`src/rtl/nsl_step_controller.sv`:
```
// Step sequencer for an external combinational next-state block: holds the state vector,
// waits SETTLE cycles, then streams each response over valid/ready while accumulating toggles.
// Optional build macro NSL_FIXPOINT_STOP_EN ends a run early when the block reaches a fixed point.
module nsl_step_controller #(
    parameter int W      = 9,
    parameter int CNT_W  = 16,
    parameter int TOG_W  = 20,
    parameter int SETTLE = 1
) (
    input  logic             clk,
    input  logic             rst,
    input  logic             start_i,
    input  logic             abort_i,
    input  logic [CNT_W-1:0] num_steps_i,
    input  logic [W-1:0]     seed_i,
    output logic [W-1:0]     state_o,
    input  logic [W-1:0]     next_i,
    output logic             trace_valid_o,
    input  logic             trace_ready_i,
    output logic [W-1:0]     trace_data_o,
    output logic             busy_o,
    output logic             done_o,
    output logic [CNT_W-1:0] step_cnt_o,
    output logic [TOG_W-1:0] toggle_acc_o,
    output logic             fixpoint_o
);

    localparam int POP_W = $clog2(W + 1);

    typedef enum logic [2:0] {
        S_IDLE,
        S_LOAD,
        S_SETTLE,
        S_CAPTURE,
        S_DONE
    } fsm_t;

    fsm_t             fsm_reg;
    logic [W-1:0]     state_reg;
    logic [W-1:0]     seed_reg;
    logic [CNT_W-1:0] num_reg;
    logic [CNT_W-1:0] step_cnt_reg;
    logic [TOG_W-1:0] toggle_acc_reg;
    logic [3:0]       settle_cnt_reg;
    logic             valid_reg;
    logic             busy_reg;
    logic             done_reg;

    logic [W-1:0]     diff;
    logic [POP_W-1:0] pop_count;
    logic [TOG_W:0]   toggle_sum;
    logic [TOG_W-1:0] toggle_next;
    logic [CNT_W-1:0] step_next;
    logic             end_run;

    generate
        for (genvar gi = 0; gi < W; gi++) begin : g_diff
            assign diff[gi] = state_reg[gi] ^ next_i[gi];
        end
    endgenerate

    always_comb begin
        pop_count = '0;
        for (int i = 0; i < W; i++) begin
            pop_count = pop_count + POP_W'(diff[i]);
        end
    end

    // One extra bit on the sum exposes the carry used for saturation.
    assign toggle_sum  = {1'b0, toggle_acc_reg} + (TOG_W + 1)'(pop_count);
    assign toggle_next = toggle_sum[TOG_W] ? '1 : toggle_sum[TOG_W-1:0];
    assign step_next   = step_cnt_reg + CNT_W'(1);

`ifdef NSL_FIXPOINT_STOP_EN
    logic fixpoint_reg;
    logic fix_hit;
    assign fix_hit    = (next_i == state_reg);
    assign end_run    = (step_next == num_reg) || fix_hit;
    assign fixpoint_o = fixpoint_reg;
`else
    assign end_run    = (step_next == num_reg);
    assign fixpoint_o = 1'b0;
`endif

    always_ff @(posedge clk) begin
        if (rst) begin
            fsm_reg        <= S_IDLE;
            state_reg      <= '0;
            seed_reg       <= '0;
            num_reg        <= '0;
            step_cnt_reg   <= '0;
            toggle_acc_reg <= '0;
            settle_cnt_reg <= '0;
            valid_reg      <= 1'b0;
            busy_reg       <= 1'b0;
            done_reg       <= 1'b0;
`ifdef NSL_FIXPOINT_STOP_EN
            fixpoint_reg   <= 1'b0;
`endif
        end else if (abort_i && fsm_reg != S_IDLE) begin
            // Abort beats any accept in the same cycle; counters and state are left as they are.
            fsm_reg   <= S_IDLE;
            valid_reg <= 1'b0;
            busy_reg  <= 1'b0;
            done_reg  <= 1'b0;
        end else begin
            done_reg <= 1'b0;
            case (fsm_reg)
                S_IDLE: begin
                    if (start_i) begin
                        seed_reg <= seed_i;
                        num_reg  <= num_steps_i;
                        busy_reg <= 1'b1;
                        fsm_reg  <= S_LOAD;
                    end
                end
                S_LOAD: begin
                    state_reg      <= seed_reg;
                    step_cnt_reg   <= '0;
                    toggle_acc_reg <= '0;
                    settle_cnt_reg <= '0;
`ifdef NSL_FIXPOINT_STOP_EN
                    fixpoint_reg   <= 1'b0;
`endif
                    if (num_reg == '0) begin
                        done_reg <= 1'b1;
                        fsm_reg  <= S_DONE;
                    end else begin
                        fsm_reg  <= S_SETTLE;
                    end
                end
                S_SETTLE: begin
                    if (settle_cnt_reg == 4'(SETTLE - 1)) begin
                        valid_reg <= 1'b1;
                        fsm_reg   <= S_CAPTURE;
                    end else begin
                        settle_cnt_reg <= settle_cnt_reg + 4'd1;
                    end
                end
                S_CAPTURE: begin
                    if (trace_ready_i) begin
                        state_reg      <= next_i;
                        step_cnt_reg   <= step_next;
                        toggle_acc_reg <= toggle_next;
                        valid_reg      <= 1'b0;
                        settle_cnt_reg <= '0;
`ifdef NSL_FIXPOINT_STOP_EN
                        if (fix_hit) begin
                            fixpoint_reg <= 1'b1;
                        end
`endif
                        if (end_run) begin
                            done_reg <= 1'b1;
                            fsm_reg  <= S_DONE;
                        end else begin
                            fsm_reg  <= S_SETTLE;
                        end
                    end
                end
                S_DONE: begin
                    busy_reg <= 1'b0;
                    fsm_reg  <= S_IDLE;
                end
                default: begin
                    valid_reg <= 1'b0;
                    busy_reg  <= 1'b0;
                    fsm_reg   <= S_IDLE;
                end
            endcase
        end
    end

    assign state_o       = state_reg;
    assign trace_valid_o = valid_reg;
    assign trace_data_o  = valid_reg ? next_i : '0;
    assign busy_o        = busy_reg;
    assign done_o        = done_reg;
    assign step_cnt_o    = step_cnt_reg;
    assign toggle_acc_o  = toggle_acc_reg;

endmodule

```
`config.mk`:
```
export PLATFORM = sky130hd
export DESIGN_NAME = nsl_step_controller
export DESIGN_NICKNAME = d
export VERILOG_FILES = /design/src/rtl/nsl_step_controller.sv
export SDC_FILE = /design/constraint.sdc
export NUM_CORES = 1
export LEC_CHECK = 0
export CAP_MARGIN = 20
export CORE_ASPECT_RATIO = 1.4
export CORE_MARGIN = 2
export CORE_UTILIZATION = 52
export CTS_CLUSTER_SIZE = 40
export DETAILED_ROUTE_END_ITERATION = 10
export MAX_ROUTING_LAYER = met4
export PLACE_DENSITY = 0.82
export SYNTH_ARGS = -nofsm -noshare
export SYNTH_HDL_FRONTEND = slang
export SYNTH_SLANG_ARGS = --single-unit
```
`constraint.sdc`:
```
create_clock -name clk -period 5.9 [get_ports clk]
set_input_delay 1.18 -clock clk [delete_from_list [all_inputs] [get_ports clk]]
set_output_delay 1.18 -clock clk [all_outputs]
set_load 0.005 [all_outputs]
```
==> results of run 1 <==
[worst register-to-register path, delay by kind of cell (launching register included)]
family	cells	cell delay (ps)
adders and majority gates	5	2170
AOI/OAI and AO/OA	4	600
buffers and inverters	4	480
DFF	1	380
xor gates and xnor gates	1	210
and+or+nand+nor	1	70
[cell type report]
cell class                      count  share of cell area (%)
Inverter                           16                    1.04
Multi-Input combinational cell    441                    46.5
Timing Repair Buffer              103                    17.4
Tap cell                          105                    2.27
Clock buffer                       13                    4.49
Clock inverter                      3                   0.691
Sequential cell                    80                    27.7
[where the power goes]
part | internal, mW | switching (mW) | total, mW
registers | 0.567 | 0.0303 | 0.598
logic | 0.148 | 0.165 | 0.313
clock network | 0.350 | 0.211 | 0.560
[synthesized netlist by cell type (all sizes together) (2+ instances only)]
cell type  number
a22oi           8
buf            15
nor4           14
a21oi          60
nor3b           2
and2           10
xnor2          17
or3             4
dfxtp          80
inv            16
and3            5
a41oi           4
or3b            3
nand4          11
ha              9
nor2           47
o21ai          34
a31oi           6
nor3           20
o32ai           2
or4             6
nand3          16
nand2          86
clkbuf         27
o211ai          2
nand3b          3
o2111a          2
nor2b           2
and4            3
xor2           17
o31a            2
fa              6
a21o            2
mux2i           9
o31ai           2
a311oi          4
a211oi         11
[path summary, 6_finish.rpt]
check                                 end  slack (ps)                     start
max reg2reg  toggle_acc_o[3]$_SDFFE_PP0P_        1830   state_o[0]$_SDFFE_PP0P_
max          toggle_acc_o[3]$_SDFFE_PP0P_         860                 next_i[0]
min              seed_reg[8]$_SDFFE_PP0P_         460  seed_reg[8]$_SDFFE_PP0P_
min reg2reg      seed_reg[8]$_SDFFE_PP0P_         460  seed_reg[8]$_SDFFE_PP0P_
[per-layer routing]
layer,up-vias,share of wire [%]
met4,0,2.8
met5,-,0
met1,2126,39
met2,193,53
met3,29,5.7
li1,2213,-
[metrics by stage]
| stage | area (um^2) | setup slack (ps) |
|---|---|---|
| after floorplan | 4560 | 1090 |
| after global placement | 5490 | 598 |
| after detailed placement | 5490 | 535 |
| after CTS | 5790 | 873 |
| after global routing | 5790 | 660 |
| final | 5790 | 855 |
[placed cells by master (no fill, tap or decap), drive strengths merged, types with 14 or more instances in the layout]
cell | synthesis | routed
a21oi | 60 | 60
inv | 16 | 16
clkdlybuf4s50 | 0 | 94
nor4 | 14 | 14
xor2 | 17 | 17
dfxtp | 80 | 80
nor3 | 20 | 20
nand2 | 86 | 86
nand3 | 16 | 16
o21ai | 34 | 34
nor2 | 47 | 47
xnor2 | 17 | 17
[logic make-up (layout without fill, tap and decap cells)]
| family | count (synthesis) | count (layout) | synth area share, % |
|---|---|---|---|
| AO/OA/AOI/OAI | 147 | 147 | 19.7 |
| XOR/XNOR | 34 | 34 | 6.53 |
| adder cells (fa/ha/maj) | 15 | 15 | 5.10 |
| AND/OR/NAND/NOR | 235 | 235 | 25.3 |
| flip-flops | 80 | 80 | 35.1 |
| multiplexers | 9 | 9 | 1.97 |
| buffers and inverters | 58 | 135 | 6.23 |
| other | 1 | 1 | 0.0822 |
==> metrics.md, run 1 <==
| Metric | Value |
|---|---|
| Status | completed |
| Syn nets | 633 |
| Ordered list of cells on the worst path | clkdlybuf4s50_1 > xor2_1 > fa_1 > fa_1 > inv_1 > fa_1 > inv_1 > ha_1 > fa_1 > a21o_1 > a21oi_1 > buf_4 > nor4_2 > buf_4 > o21ai_0 > a21oi_1 |
| Max-Slew Margin vs Limit | 31.9% |
| Data required time of the critical path | 6080 ps |
| Source-to-sink clock delay at the later pin of the worst-skew pair | 340 ps |
| Element type at the critical path end | flop |
| Final critical-path required period | 5040 ps |
| Setup fix buffers added after clock tree synthesis | 0 |
| Final worst-path cycle share | 85.5% |
| Number of sinks driven by the clock tree | 80 |
| Wire length of the first global-routing pass | 20,200 um |
| Highest-utilization routing layer at the global route stage | met2 |
| Count of state elements after synthesis | 80 |
| CTS Buffer Depth | 2 |
| Num ports | 97 |
| Share of flip-flops with an asynchronous set or reset after synthesis | 0% |
| Number of antenna violations at the first check in global routing | 0 |
| Total power of the final layout | 1.47 mW |
| CTS tree | done |
| Number of instances in the synthesized netlist | 579 |
| Measured slew at the worst slew-check pin | 1020 ps |
| Yosys warnings | 0 |
| M3 GR Usage | 4.16% |
| Final Wtd Congestion | 0.882 |
| Routed via count | 4,561 |
| Critical Path Fanout Max | 12 |
| Overall routed net length | 12,100 um |
| Initial Util | 53.3% |
| Leakage power summed over all cells | 2.09 nW |
| Stages on the worst setup path | 16 |
| Multi-input combinational cell area | 2690 um^2 |
| Half-perimeter wire length of the detailed placement result | 8480 um |
| Worst r2r path cells | 15 |
| Crit-path most repeated cell | sky130_fd_sc_hd__fa_1 |
| Cell with the largest stage delay on the worst path | sky130_fd_sc_hd__fa_1 |
| Resized cells post-CTS | 0 |
| Clk root buf | sky130_fd_sc_hd__clkbuf_16 |
| Clock slew at the register clock pins of the worst setup and hold paths | 60 ps |
| Number of cells traversed by the worst hold path | 2 |
| Remaining routing DRC violations | 0 |
| Area of the die | 9550 um^2 |
| Worst clock skew | 7.92 ps |
| Number of DRC violations after detailed-routing iteration 0 | 372 |
| Type of the worst setup path | in -> reg |
| Largest net degree at the start of global routing | 76 |
| Max FFs per register | 20 |
| Most area-consuming cells after synthesis | sky130_fd_sc_hd__dfxtp_1, sky130_fd_sc_hd__nand2_1, sky130_fd_sc_hd__a21oi_1, sky130_fd_sc_hd__nor2_1, sky130_fd_sc_hd__o21ai_0 |
| Overall overflow remaining after global route | 0 |
| ANT nets after route | 0 |
| Buffers & Inverters on Critical Path | 5 |
| Total CTS buffers | 9 |
| Average vias per placed instance | 5.99 |
| Final hold viol count | 0 |
| Final-report max-slew violation count | 0 |
| Final count of negative-setup-slack endpoints | 0 |
| Min-delay worst type | reg -> reg |
| Global-route met1 utilization | 29.1% |
| RSZ-0062 raised after global routing | false |
| CTS H-tree lvls | 3 |
| Total number of placement rows | 40 |
| Die Y-Extent | 115 um |
| Synthesis-to-layout area growth | 27.0% |
| Via count of the first global-routing pass | 4,301 |
| Met2 GRT Util | 46.6% |
| Top flip-flop cell by instance count after synthesis | sky130_fd_sc_hd__dfxtp_1 |
| Combined flip-flop and latch cell area | 1600 um^2 |
| Power density over the cells | 254 nW/um^2 |
| Pre-Repair DR Iteration Count | 5 |
| Synth top area share | 35.1% |
| Net count, final | 705 |
| Peak supply drop | 0.186 mV |
| Diode insertion count for antenna repair | 0 |
| Top delay family on crit path | adder cells |
| Core Box Area | 8560 um^2 |
| Overall fraction of global-route tracks in use | 26.3% |
| Count of buffers inserted at the top-level ports | 95 |
| Count of max-cap constraint violations | 0 |
| Most area-hungry cell type in the Yosys netlist | sky130_fd_sc_hd__dfxtp_1 |
| Ratio of cells with drive above 1 in the final layout | 5.79% |
| Sequential cell area fraction in the yosys report | 35.1% |
| Worst stage delay on the critical path | 550 ps |
| Die Wd | 83.2 um |
| Synthesized cell area | 4560 um^2 |
| Data arrival, critical path | 5220 ps |
| WHS | 462 ps |
| Number of placed instances, taps included | 745 |
| Total negative slack for setup checks | 0 ps |
| Fillers | 687 |
| Final core area utilization | 67.7% |
| Average wire length per cell after detail routing | 15.9 um |
| Count of placed standard cells in the final layout, fillers left out | 761 |
| Number of synthesized flops with an enable pin | 0 |
| Syn_area_per_cell | 7.88 um^2 |
| Hold bufs inserted after CTS | 0 |
| Maximum clock rate | 198 MHz |
| Distinct cell type count after synthesis | 56 |
| Element type at the critical path start | input port |
No activity file was read; power rests on OpenSTA's default activity.
==> run 2: changes to the inputs <==
Settings changed: CORE_MARGIN 2 to unset.
==> run 2 against run 1 <==
Compared with the run above:
- utilization is 0.79 points higher
- global-route usage is 3.3 points higher
- final area is 1.2% higher
- cell count stayed put
- combinational power hardly changed
- fmax is 0.29% lower
- register-to-register slack worse by 30 ps
- largest cell class unchanged
==> metrics.md, run 2 (synthesis gave the netlist of run 1 again) <==
| Metric | Value |
|---|---|
| Status | completed |
| Max-Slew Margin vs Limit | 38.0% (+6.1 points) |
| Element type at the critical path end | flop |
| Overall fraction of global-route tracks in use | 29.6% (+3.3 points) |
| Type of the worst setup path | in -> reg |
| Final critical-path required period | 5060 ps (+14.9 ps) |
| Buffers & Inverters on Critical Path | 5 (unchanged) |
| CTS Buffer Depth | 2 (unchanged) |
| Element type at the critical path start | input port |
| Average wire length per cell after detail routing | 16.3 um (+2.0%) |
| Die Wd | 81.2 um (-2.4%) |
| Total CTS buffers | 9 (unchanged) |
| Final-report max-slew violation count | 0 (unchanged) |
| Top delay family on crit path | adder cells |
| Final Wtd Congestion | 0.844 (-4.4%) |
| Count of max-cap constraint violations | 0 (unchanged) |
| Setup fix buffers added after clock tree synthesis | 0 (unchanged) |
| Initial Util | 53.3% (unchanged) |
| Slack of the worst reg-to-reg path | 1800 ps (-30 ps) |
| Max FFs per register | 20 (unchanged) |
| Total number of placement rows | 40 (unchanged) |
| Total negative slack for setup checks | 0 ps (unchanged) |
| Peak supply drop | 0.167 mV (-9.8%) |
| Synthesis-to-layout area growth | 28.4% |
| CTS tree | done |
| Clock slew at the register clock pins of the worst setup and hold paths | 60 ps (about the same) |
| Core Box Area | 8560 um^2 (unchanged) |
| Clk root buf | sky130_fd_sc_hd__clkbuf_16 |
| Min-delay worst type | reg -> reg |
| ANT nets after route | 0 (unchanged) |
| Num ports | 97 (unchanged) |
| Number of sinks driven by the clock tree | 80 (unchanged) |
| Data required time of the critical path | 6090 ps (about the same) |
| Final core area utilization | 68.5% (+0.79 points) |
| Hold bufs inserted after CTS | 0 (unchanged) |
| Most common cell after layout, fill and taps aside | sky130_fd_sc_hd__clkdlybuf4s50_1 |
| Critical Path Fanout Max | 9 (-3) |
| CTS H-tree lvls | 3 (unchanged) |
| Wire length of the first global-routing pass | 20,500 um (+1.4%) |
| Crit-path most repeated cell | sky130_fd_sc_hd__fa_1 |
| Cell area after placement | 5480 um^2 (-0.14%) |
| Maximum clock rate | 198 MHz (-0.29%) |
| Number of antenna violations at the first check in global routing | 0 (unchanged) |
| Final hold viol count | 0 (unchanged) |
| Number of DRC violations after detailed-routing iteration 0 | 375 (+0.81%) |
| Diode insertion count for antenna repair | 0 (unchanged) |
| Ordered list of cells on the worst path | clkdlybuf4s50_1 > xor2_1 > fa_1 > fa_1 > inv_1 > fa_1 > inv_1 > ha_1 > fa_1 > a21o_1 > a21oi_1 > buf_4 > buf_4 > nor3_1 > nand3_1 > o31a_1 > o22ai_1 |
| Source-to-sink clock delay at the later pin of the worst-skew pair | 340 ps (about the same) |
| Resized cells post-CTS | 0 (unchanged) |
| Most frequent cells in the layout | sky130_fd_sc_hd__clkdlybuf4s50_1, sky130_fd_sc_hd__nand2_1, sky130_fd_sc_hd__dfxtp_1, sky130_fd_sc_hd__a21oi_1, sky130_fd_sc_hd__nor2_1 |
| Net count, final | 705 (unchanged) |
| Pre-Repair DR Iteration Count | 5 (unchanged) |
| Cell with the largest stage delay on the worst path | sky130_fd_sc_hd__fa_1 |
| Power density over the cells | 273 nW/um^2 (+7.6%) |
| Half-perimeter wire length of the detailed placement result | 8620 um (+1.7%) |
| Count of buffers inserted at the top-level ports | 95 (unchanged) |
| Total power of the final layout | 1.60 mW (+8.8%) |
| Remaining routing DRC violations | 0 (unchanged) |
| Average vias per placed instance | 6.06 (+1.2%) |
| Die Y-Extent | 113 um (-1.7%) |
| Number of placed instances, taps included | 744 (-0.13%) |
| Via count of the first global-routing pass | 4,303 (+0.047%) |
| Ratio of cells with drive above 1 in the final layout | 6.10% (+0.30 points) |
| Measured slew at the worst slew-check pin | 925 ps (-93.5 ps) |
| Worst stage delay on the critical path | 540 ps (about the same) |
| Fillers | 703 (+2.3%) |
| Leakage power summed over all cells | 2.11 nW (+1.4%) |
| Routed via count | 4,614 (+1.2%) |
| Final std cell area, no fill | 5860 um^2 (+1.2%) |
| Area of the die | 9160 um^2 (-4.1%) |
| Largest net degree at the start of global routing | 76 (unchanged) |
| RSZ-0062 raised after global routing | false |
| Final count of negative-setup-slack endpoints | 0 (unchanged) |
| Final worst-path cycle share | 85.8% (+0.25 points) |
| Worst clock skew | 8.91 ps (+0.992 ps) |
| Overall routed net length | 12,400 um (+2.0%) |
| Data arrival, critical path | 5250 ps (+30 ps) |
| Overall overflow remaining after global route | 0 (unchanged) |
| Count of placed standard cells in the final layout, fillers left out | 761 (unchanged) |
-- run 2: final cells by class --
| type | instances | area [um^2] | share of cell area, % |
|---|---|---|---|
| timing repair buffer | 103 | 1010 | 17.2 |
| inverter | 16 | 60.1 | 1.02 |
| multi-input combinational | 441 | 2690 | 46.0 |
| clock inverter | 7 | 143 | 2.43 |
| tap | 105 | 131 | 2.24 |
| clock buffer | 9 | 225 | 3.84 |
| sequential | 80 | 1600 | 27.3 |
-- run 2: worst register-to-register path, stage by stage (launching register included) --
cell                      delay [ps]
sky130_fd_sc_hd__dfxtp_1         380
sky130_fd_sc_hd__xor2_1          210
sky130_fd_sc_hd__fa_1            470
sky130_fd_sc_hd__fa_1            540
sky130_fd_sc_hd__inv_1            60
sky130_fd_sc_hd__fa_1            530
sky130_fd_sc_hd__inv_1            40
sky130_fd_sc_hd__ha_1            210
sky130_fd_sc_hd__fa_1            410
sky130_fd_sc_hd__a21o_1          200
sky130_fd_sc_hd__a21oi_1         140
sky130_fd_sc_hd__buf_4           190
sky130_fd_sc_hd__buf_4           150
sky130_fd_sc_hd__nor3_1           90
sky130_fd_sc_hd__nand3_1         110
sky130_fd_sc_hd__o31a_1          150
sky130_fd_sc_hd__o22ai_1          80
-- run 2: report_power, final --
part / internal [mW] / total (mW) / switching, mW
Combinational: 0.148 / 0.315 / 0.167
Sequential: 0.567 / 0.598 / 0.0305
Clock: 0.458 / 0.689 / 0.231
-- run 2: worst paths after layout --
kind,startpoint,end,cells after the start
worst min-delay path,seed_reg[4]$_SDFFE_PP0P_,seed_reg[4]$_SDFFE_PP0P_,2
worst max-delay path,next_i[0],toggle_acc_o[9]$_SDFFE_PP0P_,17
worst max register to register,state_o[0]$_SDFFE_PP0P_,toggle_acc_o[9]$_SDFFE_PP0P_,16
worst min register to register,seed_reg[4]$_SDFFE_PP0P_,seed_reg[4]$_SDFFE_PP0P_,2
-- run 2: metal layers --
metal / track usage, % / vias up / part of all wire [%]
met2: 51.7 / 186 / 53
met1: 32.3 / 2174 / 38
li1: - / 2212 / -
met5: - / - / 0
met3: 5.08 / 42 / 4.8
met4: 12.5 / 0 / 3.5
-- run 2: metrics by stage --
stage                     setup WS, ps  hold WS, ps
after floorplan                   1090          436
after global placement             578          444
after detailed placement           512          452
after CTS                          854          461
after global routing               611          477
final                              840          458
